<file path="src/rtl/sram512x8_arbiter.sv">
// rtl/sram512x8_arbiter.sv - two-port req/gnt arbiter owning an SRAM1RW512x8 macro, with post-reset clear
// Optional build macro: SRAM_ARB_FIXED_PRIO_EN (port 0 always wins; default is round-robin)
module sram512x8_arbiter #(
    parameter int                ADDR_W     = 9,
    parameter int                DATA_W     = 8,
    parameter logic [DATA_W-1:0] INIT_VALUE = 8'h00,
    parameter bit                INIT_EN    = 1'b1
) (
    input  logic              clk,
    input  logic              rst_n,
    input  logic              p0_req,
    input  logic              p0_we,
    input  logic [ADDR_W-1:0] p0_addr,
    input  logic [DATA_W-1:0] p0_wdata,
    output logic              p0_gnt,
    output logic              p0_rvalid,
    input  logic              p1_req,
    input  logic              p1_we,
    input  logic [ADDR_W-1:0] p1_addr,
    input  logic [DATA_W-1:0] p1_wdata,
    output logic              p1_gnt,
    output logic              p1_rvalid,
    output logic [DATA_W-1:0] rdata,
    output logic              init_done,
    output logic              sram_ce,
    output logic              sram_csb,
    output logic              sram_web,
    output logic              sram_oeb,
    output logic [ADDR_W-1:0] sram_a,
    output logic [DATA_W-1:0] sram_i,
    input  logic [DATA_W-1:0] sram_o
);

    localparam logic [ADDR_W-1:0] LAST_ADDR = {ADDR_W{1'b1}};

    typedef enum logic [1:0] {
        ST_INIT,
        ST_IDLE,
        ST_ISSUE,
        ST_CAPTURE
    } state_t;

    state_t            state_q;
    logic [ADDR_W-1:0] cnt_q;
    logic [ADDR_W-1:0] addr_q;
    logic [DATA_W-1:0] wdata_q;
    logic [DATA_W-1:0] rdata_q;
    logic              we_q;
    logic              owner_q;
    logic              p0_rvalid_q;
    logic              p1_rvalid_q;
    logic              init_done_q;

    logic              sel_we_d;
    logic [ADDR_W-1:0] sel_addr_d;
    logic [DATA_W-1:0] sel_wdata_d;

`ifndef SRAM_ARB_FIXED_PRIO_EN
    logic              rr_last_q;
`endif

    // The macro is clocked directly from the arbiter clock
    assign sram_ce   = clk;
    assign rdata     = rdata_q;
    assign init_done = init_done_q;
    assign p0_rvalid = p0_rvalid_q;
    assign p1_rvalid = p1_rvalid_q;

    // Grant one requester while idle; gated by rst_n so no grant shows during reset
    always_comb begin
        p0_gnt = 1'b0;
        p1_gnt = 1'b0;
        if (rst_n && state_q == ST_IDLE) begin
`ifdef SRAM_ARB_FIXED_PRIO_EN
            p0_gnt = p0_req;
            p1_gnt = p1_req & ~p0_req;
`else
            if (p0_req && p1_req) begin
                p0_gnt = rr_last_q;
                p1_gnt = ~rr_last_q;
            end else begin
                p0_gnt = p0_req;
                p1_gnt = p1_req;
            end
`endif
        end
    end

    // Pick the winning port's command fields for registration
    always_comb begin
        sel_we_d    = p0_we;
        sel_addr_d  = p0_addr;
        sel_wdata_d = p0_wdata;
        if (p1_gnt) begin
            sel_we_d    = p1_we;
            sel_addr_d  = p1_addr;
            sel_wdata_d = p1_wdata;
        end
    end

`ifndef SRAM_ARB_FIXED_PRIO_EN
    // Remember the last winner so the next tie goes to the other port
    always_ff @(posedge clk or negedge rst_n) begin
        if (!rst_n) begin
            rr_last_q <= 1'b1;
        end else if (p0_gnt || p1_gnt) begin
            rr_last_q <= p1_gnt;
        end
    end
`endif

    // Main sequencer: clear the array, then run one access at a time
    always_ff @(posedge clk or negedge rst_n) begin
        if (!rst_n) begin
            state_q     <= INIT_EN ? ST_INIT : ST_IDLE;
            cnt_q       <= '0;
            addr_q      <= '0;
            wdata_q     <= '0;
            rdata_q     <= '0;
            we_q        <= 1'b0;
            owner_q     <= 1'b0;
            p0_rvalid_q <= 1'b0;
            p1_rvalid_q <= 1'b0;
            init_done_q <= 1'b0;
        end else begin
            p0_rvalid_q <= 1'b0;
            p1_rvalid_q <= 1'b0;
            case (state_q)
                ST_INIT: begin
                    if (cnt_q == LAST_ADDR) begin
                        state_q     <= ST_IDLE;
                        init_done_q <= 1'b1;
                    end else begin
                        cnt_q <= cnt_q + 1'b1;
                    end
                end
                ST_IDLE: begin
                    init_done_q <= 1'b1;
                    if (p0_gnt || p1_gnt) begin
                        owner_q <= p1_gnt;
                        we_q    <= sel_we_d;
                        addr_q  <= sel_addr_d;
                        wdata_q <= sel_wdata_d;
                        state_q <= ST_ISSUE;
                    end
                end
                ST_ISSUE: begin
                    state_q <= we_q ? ST_IDLE : ST_CAPTURE;
                end
                ST_CAPTURE: begin
                    rdata_q     <= sram_o;
                    p0_rvalid_q <= ~owner_q;
                    p1_rvalid_q <= owner_q;
                    state_q     <= ST_IDLE;
                end
                default: state_q <= ST_IDLE;
            endcase
        end
    end

    // Macro pins follow the registered state; the clear writes start in the first cycle after reset release
    always_comb begin
        sram_csb = 1'b1;
        sram_web = 1'b1;
        sram_oeb = 1'b1;
        sram_a   = addr_q;
        sram_i   = wdata_q;
        case (state_q)
            ST_INIT: begin
                if (rst_n) begin
                    sram_csb = 1'b0;
                    sram_web = 1'b0;
                    sram_a   = cnt_q;
                    sram_i   = INIT_VALUE;
                end
            end
            ST_ISSUE: begin
                sram_csb = 1'b0;
                sram_web = ~we_q;
                sram_oeb = we_q;
            end
            ST_CAPTURE: begin
                sram_oeb = 1'b0;
            end
            default: begin
                sram_csb = 1'b1;
            end
        endcase
    end

endmodule

</file>
<file path="config.mk">
export PLATFORM = sky130hd
export DESIGN_NAME = sram512x8_arbiter
export DESIGN_NICKNAME = d
export VERILOG_FILES = /design/src/rtl/sram512x8_arbiter.sv
export SDC_FILE = /design/constraint.sdc
export NUM_CORES = 1
export LEC_CHECK = 0
export CAP_MARGIN = 20
export CORE_UTILIZATION = 45
export CTS_BUF_LIST = sky130_fd_sc_hd__clkbuf_2 sky130_fd_sc_hd__clkbuf_4 sky130_fd_sc_hd__clkbuf_8
export CTS_CLUSTER_DIAMETER = 60
export CTS_CLUSTER_SIZE = 8
export DETAILED_ROUTE_END_ITERATION = 10
export GPL_TIMING_DRIVEN = 0
export PLACE_DENSITY = 0.9
export SYNTH_ARGS = -nofsm -noshare
export SYNTH_HDL_FRONTEND = slang
export SYNTH_SLANG_ARGS = --single-unit
</file>
<file path="constraint.sdc">
create_clock -name clk -period 1.9 [get_ports clk]
set_clock_uncertainty 0.15 [all_clocks]
set_input_delay 0.19 -clock clk [delete_from_list [all_inputs] [get_ports clk]]
set_output_delay 0.19 -clock clk [all_outputs]
set_load 0.05 [all_outputs]
</file>
# Yosys cells after proc, flatten, opt, wreduce, memory -nomap -nowiden
# Cells that the tools add are included.
dict set report word_totals {
  ff_bits 42
  latchBits 0
  ram_bits 0
  romBits 0
  input_bits 48
  output_inout_bits 34
  mem_count 0
}
dict set report op_classes {
  addsub 1
  n_mul 0
  div_mod_pow 0
  magnitude_cmp 0
  eq_ne 6
  shift 0
  muxes 23
  bitwise 4
  reduce_logical 9
}
# operator count
set ops {}
lappend ops {{9-bit 2-to-1 mux} 3}
lappend ops {{8-bit 2-to-1 mux} 3}
lappend ops {{9-bit by 1-bit adder with 9-bit output (second input constant)} 1}
lappend ops {{9-bit equality test (second input constant)} 1}
lappend ops {{1-bit 2-to-1 mux} 9}
lappend ops {{1-bit one-hot mux with 2 select lines} 4}
lappend ops {{2-bit one-hot mux with 4 select lines} 1}
lappend ops {{2-bit AND reduction} 4}
lappend ops {{2-bit 2-to-1 mux} 3}
lappend ops {{2-bit equality test (second input constant)} 2}
lappend ops {{1-bit NOT} 4}
lappend ops {{2-bit by 1-bit equality test with 1-bit output (second input constant)} 1}
lappend ops {{1-bit logical AND} 2}
lappend ops {{2-bit zero test} 1}
lappend ops {{2-bit by 1-bit inequality test with 1-bit output (second input constant)} 1}
lappend ops {{2-bit inequality test (second input constant)} 1}
lappend ops {{2-bit nonzero test} 1}
lappend ops {{1-bit logical OR} 1}

# Logic depth before layout (Yosys ltp)
# Gate-level depths: netlist of the first run.
dict set report logic_depth {
  depth_word 6
  depth_mapped 8
  ltp_nobuf 7
}

==> results.toml, run 1 <==
[run_status]
run_status = "finished with violations"
violations = "negative setup slack"

[die]
io_pins = 82
initial_utilization = 0.468
coreArea_sq_um = 4380
rows = 24
die-area_sq_um = 4840
fp.dieH_um = 69.5
die_w_um = 69.5

[worst_hold_path]
holdCritPathClass = "input pin to flip-flop"

[run]
max_cap_violations = 0

[sta]
hold_violations = 0
finalCriticalPeriod_ns = 2.18
setup_viol = 40
worst_slew_pin_slew_ns = 0.963
setup_ws_ns = -0.276
fmax_mhz = 460
relSlewSlack = 0.356
hold_ws_ns = 0.0948
slew_viol_final = 0
rsz0062_at_grt = "yes"
fin_crit_sh = 1.15

[grt]
use_met2 = 0.443
use_met1 = 0.325
grt_use_total = 0.270
grt-busiest-layer = "met2"
antenna_found_initial = 0
grt_max_degree = 22
grtUsageMet3 = 0.0596
grt_remaining_overflow = 0
grt_pass1_wl_mm = 9.78
grt_pass1_vias = 1988

[power_and_ir_drop]
seq_power_share = 0.238
power_density_nw_per_um2 = 1800
intPower_mw = 3.67
switching_share = 0.439
p_sw_mw = 2.87
leakage_nw = 1.66
vdd_drop_max_mv = 1.23
combPwrFrac = 0.600
pwr-share-clk = 0.162

[logic_synthesis]
synth_edf_count = 0
synth_top_area_cell = "dfrtp_1"
ys_ff_latch = 42
syn_inst = 169
ys_warn_count = 0
synth.area.top_cells = "dfrtp_1 50%, mux2_2 10%, a221o_1 8.8%"
synth.top_cell.area_share = 0.500
syn-cell-area_sq_um = 2050
synth.distinct_cells = 32
async_flop_share = 1.00
synth_flop_cell = "dfrtp_1"
syn_area_per_cell_sq_um = 12.1
syn_nets = 224
yosysSeqAreaShare = 0.512

[setup_path]
r2r-start = "state_q[1]"
worstSetupPathType = "flip-flop to output port"
rrSetupSlack_ns = -0.05
startpoint = "state_q[0]"
arrival_ns = 1.84
ff2ff_path_depth = 8
timing.rr.end = "addr_q[5]"
endpoint = "sram_a[7]"
required_ns = 1.56
start_kind = "flip-flop"
endpoint_kind = "output port"
cp_max_fo = 5

[cells_and_area]
final_cells = 344
area_delta_synth_final_pct = 76.3
postLayoutCellArea_sq_um = 3620
layout_commonest_cell = "clkdlybuf4s50_1"
diodes = 0
nNetsFinal = 346
final_cell_mix = "47 x clkdlybuf4s50_1, 39 x dfrtp_1, 29 x buf_4"
drive_above_1_share = 0.418

[placement]
hpwl_mm = 3.66
post-place-cells = 303
post_dp_cell_area_sq_um = 2960
io_buffers = 81
place_congestion = 0.800
dp_slack_ns = -0.817

[cts]
cts_tree = "built"
clk_latency_ns = 0.40
clk_pin_slew_worst_paths_ns = 0.08

[drt]
wl_per_cell_um = 18.8
drt_iter0_drc = 127
postRouteAntennaNets = 0
drc = 0
firstDrtPassIters = 4
drt_wl_total_mm = 6.46
vias = 1893
vias_per_cell = 5.50
==> flip-flops by register name, indices dropped and copies added, names as in the netlist <==
signal     cells
p1_rvalid      1
init_done      1
we_q           1
owner_q        1
wdata_q        8
addr_q         9
rdata          8
state_q        2
rr_last_q      1
cnt_q          9
p0_rvalid      1
==> worst max-delay path: stages (launching register included) <==
cell	delay, ns
dfrtp_1	0.44
inv_2	0.10
ha_4	0.21
nand2_8	0.08
buf_8	0.11
mux2_2	0.34
buf_6	0.16
==> cells in the mapped netlist, types with 2 or more instances <==
cell,count
nor2b_1,3
mux2_2,19
and2_1,9
buf_2,7
a21oi_1,3
xor2_1,5
a221o_1,18
dfrtp_1,41
inv_1,4
and2_0,18
nor3_1,3
nand3_1,3
o21ai_0,2
ha_1,7
nor2_1,3
nand2_1,5
xnor2_1,2
nand2b_1,2
buf_6,2
==> worst min path at each step <==
| stage | startpoint | endpoint | slack, ns | cells after the start |
|---|---|---|---|---|
| floorplan | rst_n | addr_q[0] | -0.26 | 0 |
| global placement | owner_q | p0_rvalid | 0.28 | 1 |
| detailed placement | rst_n | p1_rvalid | 0.06 | 1 |
| CTS | rst_n | rr_last_q | 0.08 | 4 |
| global route | rst_n | rr_last_q | 0.10 | 4 |
| finish | rst_n | rr_last_q | 0.09 | 4 |
==> power by group through the flow <==
stage | Sequential, mW | Clock [mW] | Combinational [mW]
final | 1.56 | 1.06 | 3.92
after CTS | 1.53 | 1.06 | 3.58
after floorplan | 1.81 | 0.113 | 1.82
after global routing | 1.61 | 1.12 | 4.09
after global placement | 1.51 | 0.151 | 3.04
after detailed placement | 1.54 | 0.151 | 3.09
==> kinds of logic after synthesis <==
group / synth area share
and+or+nand+nor: 0.141
AOI/OAI and AO/OA: 0.126
muxes: 0.109
xor gates and xnor gates: 0.0299
adders and majority gates: 0.0427
buffers and inverters: 0.0390
DFF: 0.512
==> metrics by stage <==
step,total power [mW],utilization,setup TNS (ns)
global placement,4.70,0.669,-108.43
detailed placement,4.78,0.674,-14.30
floorplan,3.75,-,0
global route,6.83,0.826,-6.85
finish,6.53,0.826,-4.55
CTS,6.17,0.776,-2.59
==> cell type report <==
cell class,count,area [sq um]
timing repair buffer,112,1150
multi-input combinational,114,1090
sequential,42,1050
fill,246,764
clock buffer,11,136
buffer,8,73.8
tap,52,65.1
clock inverter,1,30.0
inverter,4,15.0
==> metal layers <==
layer  wire length [um]  share of wire  up-vias
met4                178          0.028        0
met5                  0              0        -
li1                   -              -      849
met1               2530           0.39      935
met3                348          0.054       19
met2               3400           0.53       90
==> timing repair <==
item	in CTS	in global routing
cloned	2	1
gates resized for setup	194	27
hold buffers	2	0
endpoints found under the hold margin	21	0
setup endpoints to repair	31	54
pin swaps	5	5
setup buffers	13	15
(Power assumes the default switching activity.)
==> run 2: changes to the inputs <==
Settings changed: CORE_MARGIN set to 4.
==> results.toml, run 2 (same netlist as run 1, synthesis figures left out) <==
[worst_hold_path]
worstHoldPathCells = 4
min_from = "rst_n"
holdCritPathClass = "input pin to flip-flop"

[grt]
antenna_found_initial = 0
grt-busiest-layer = "met2"
grtUsageMet3 = 0.0528
grt_pass1_vias = 1959
use_met2 = 0.395
grt_remaining_overflow = 0
grt_max_degree = 36
grt_pass1_wl_mm = 9.44
grt_use_total = 0.228
use_met1 = 0.269

[setup_path]
arrival_ns = 1.82
cp_max_fo = 5
startpoint = "state_q[0]"
slowest_delay_ns = 0.41
endpoint_kind = "output port"
ff2ff_path_depth = 8
crit_chain = "inv_2 > ha_4 > nand2_8 > buf_6 > mux2_2 > buf_6"
r2r-start = "state_q[1]"
worstSetupPathType = "flip-flop to output port"
cpMaxStageDelayCell = "dfrtp_1"
required_ns = 1.56
worst_path_most_repeated_cell = "buf_6"
start_kind = "flip-flop"

[cells_and_area]
diodes = 0
layout_commonest_cell = "clkdlybuf4s50_1"
drive_above_1_share = 0.449
nNetsFinal = 346
area_delta_synth_final_pct = 73.2
final_cells = 344
postLayoutCellArea_sq_um = 3560
top_regs = "addr_q: 9 flops, cnt_q: 9 flops"
fin_util = 0.811
final_cell_mix = "47 x clkdlybuf4s50_1, 39 x dfrtp_1, 26 x buf_6"

[sta]
finalCriticalPeriod_ns = 2.16
slew_viol_final = 0
setup_ws_ns = -0.256
setup_viol = 22
relSlewSlack = 0.662
fmax_mhz = 464
fin_crit_sh = 1.13
rsz0062_at_grt = "yes"
hold_violations = 0
worst_slew_pin_slew_ns = 0.510
finalSetupTns_ns = -3.42

[power_and_ir_drop]
power_density_nw_per_um2 = 1820
seq_power_share = 0.239
combPwrFrac = 0.617
p_total_mw = 6.49
p_sw_mw = 2.86
intPower_mw = 3.62
leakage_nw = 1.66
switching_share = 0.441
vdd_drop_max_mv = 1.33
pwr-share-clk = 0.145

[placement]
post-place-cells = 303
io_buffers = 81
place_congestion = 0.784
post_dp_cell_area_sq_um = 2950
hpwl_mm = 3.81

[cts]
clk_latency_ns = 0.41
cts_tree = "built"
clk_pin_slew_worst_paths_ns = 0.08

[run]
max_cap_violations = 0

[drt]
vias_per_cell = 5.47
firstDrtPassIters = 4
drt_wl_total_mm = 6.69
vias = 1881
drt_iter0_drc = 127
wl_per_cell_um = 19.4
drc = 0
postRouteAntennaNets = 0

[die]
io_pins = 82
coreArea_sq_um = 4380
rows = 24
die-area_sq_um = 5710
die_w_um = 75.5
fp.dieH_um = 75.5
initial_utilization = 0.468

[run_status]
violations = "negative setup slack"
run_status = "finished with violations"
run 2: critical path: cells and delay by family (launching register included):
kind                     cells  cell delay (ns)
adder cells (fa/ha/maj)      1             0.20
multiplexers                 1             0.35
buffers and inverters        3             0.36
AND/OR/NAND/NOR              1             0.09
flip-flops                   1             0.41
run 2: layout make-up:
class                      instances  area, sq um
timing repair buffer             110         1100
multi-input combinational        114         1080
sequential                        42         1050
fill                             267          827
clock buffer                      12          144
buffer                            10         88.8
tap                               52         65.1
inverter                           4         15.0
run 2: through the flow:
stage / hold slack, ns / setup WS, ns
after CTS: 0.0552 / -0.226
after global routing: 0.0728 / -0.317
after global placement: 0.281 / -2.41
after detailed placement: -0.101 / -0.740
final: 0.0749 / -0.256
after floorplan: -0.256 / 0.00374
run 2: path summary, 6_finish.rpt:
check	to	slack [ns]
min in group asynchronous	rdata[6]	0.10
max in group asynchronous	cnt_q[2]	0.94
max reg2reg	we_q	0
max	sram_a[6]	-0.26
min reg2reg	p0_rvalid	0.30
min	rr_last_q	0.07
run 2: metal layers:
| layer | vias to the layer above | wire [um] |
|---|---|---|
| met5 | - | 0 |
| met4 | 0 | 193 |
| met3 | 18 | 461 |
| met2 | 79 | 3380 |
| met1 | 936 | 2650 |
| li1 | 848 | - |
run 2: timing repair:
| action | CTS | global route |
|---|---|---|
| pin swaps | 2 | 22 |
| hold endpoints to repair | 41 | 0 |
| setup buffers | 11 | 12 |
| gates cloned | 2 | 2 |
| endpoints found under the setup margin | 32 | 50 |
| hold buffers | 3 | 0 |
| resized for setup | 195 | 49 |
run 2: power groups by stage:
stage,Sequential (mW),Combinational (mW),Clock [mW]
floorplan,1.81,1.82,0.113
global placement,1.50,3.05,0.151
detailed placement,1.54,3.12,0.151
CTS,1.52,3.54,0.936
global route,1.59,4.21,0.988
finish,1.55,4.00,0.940
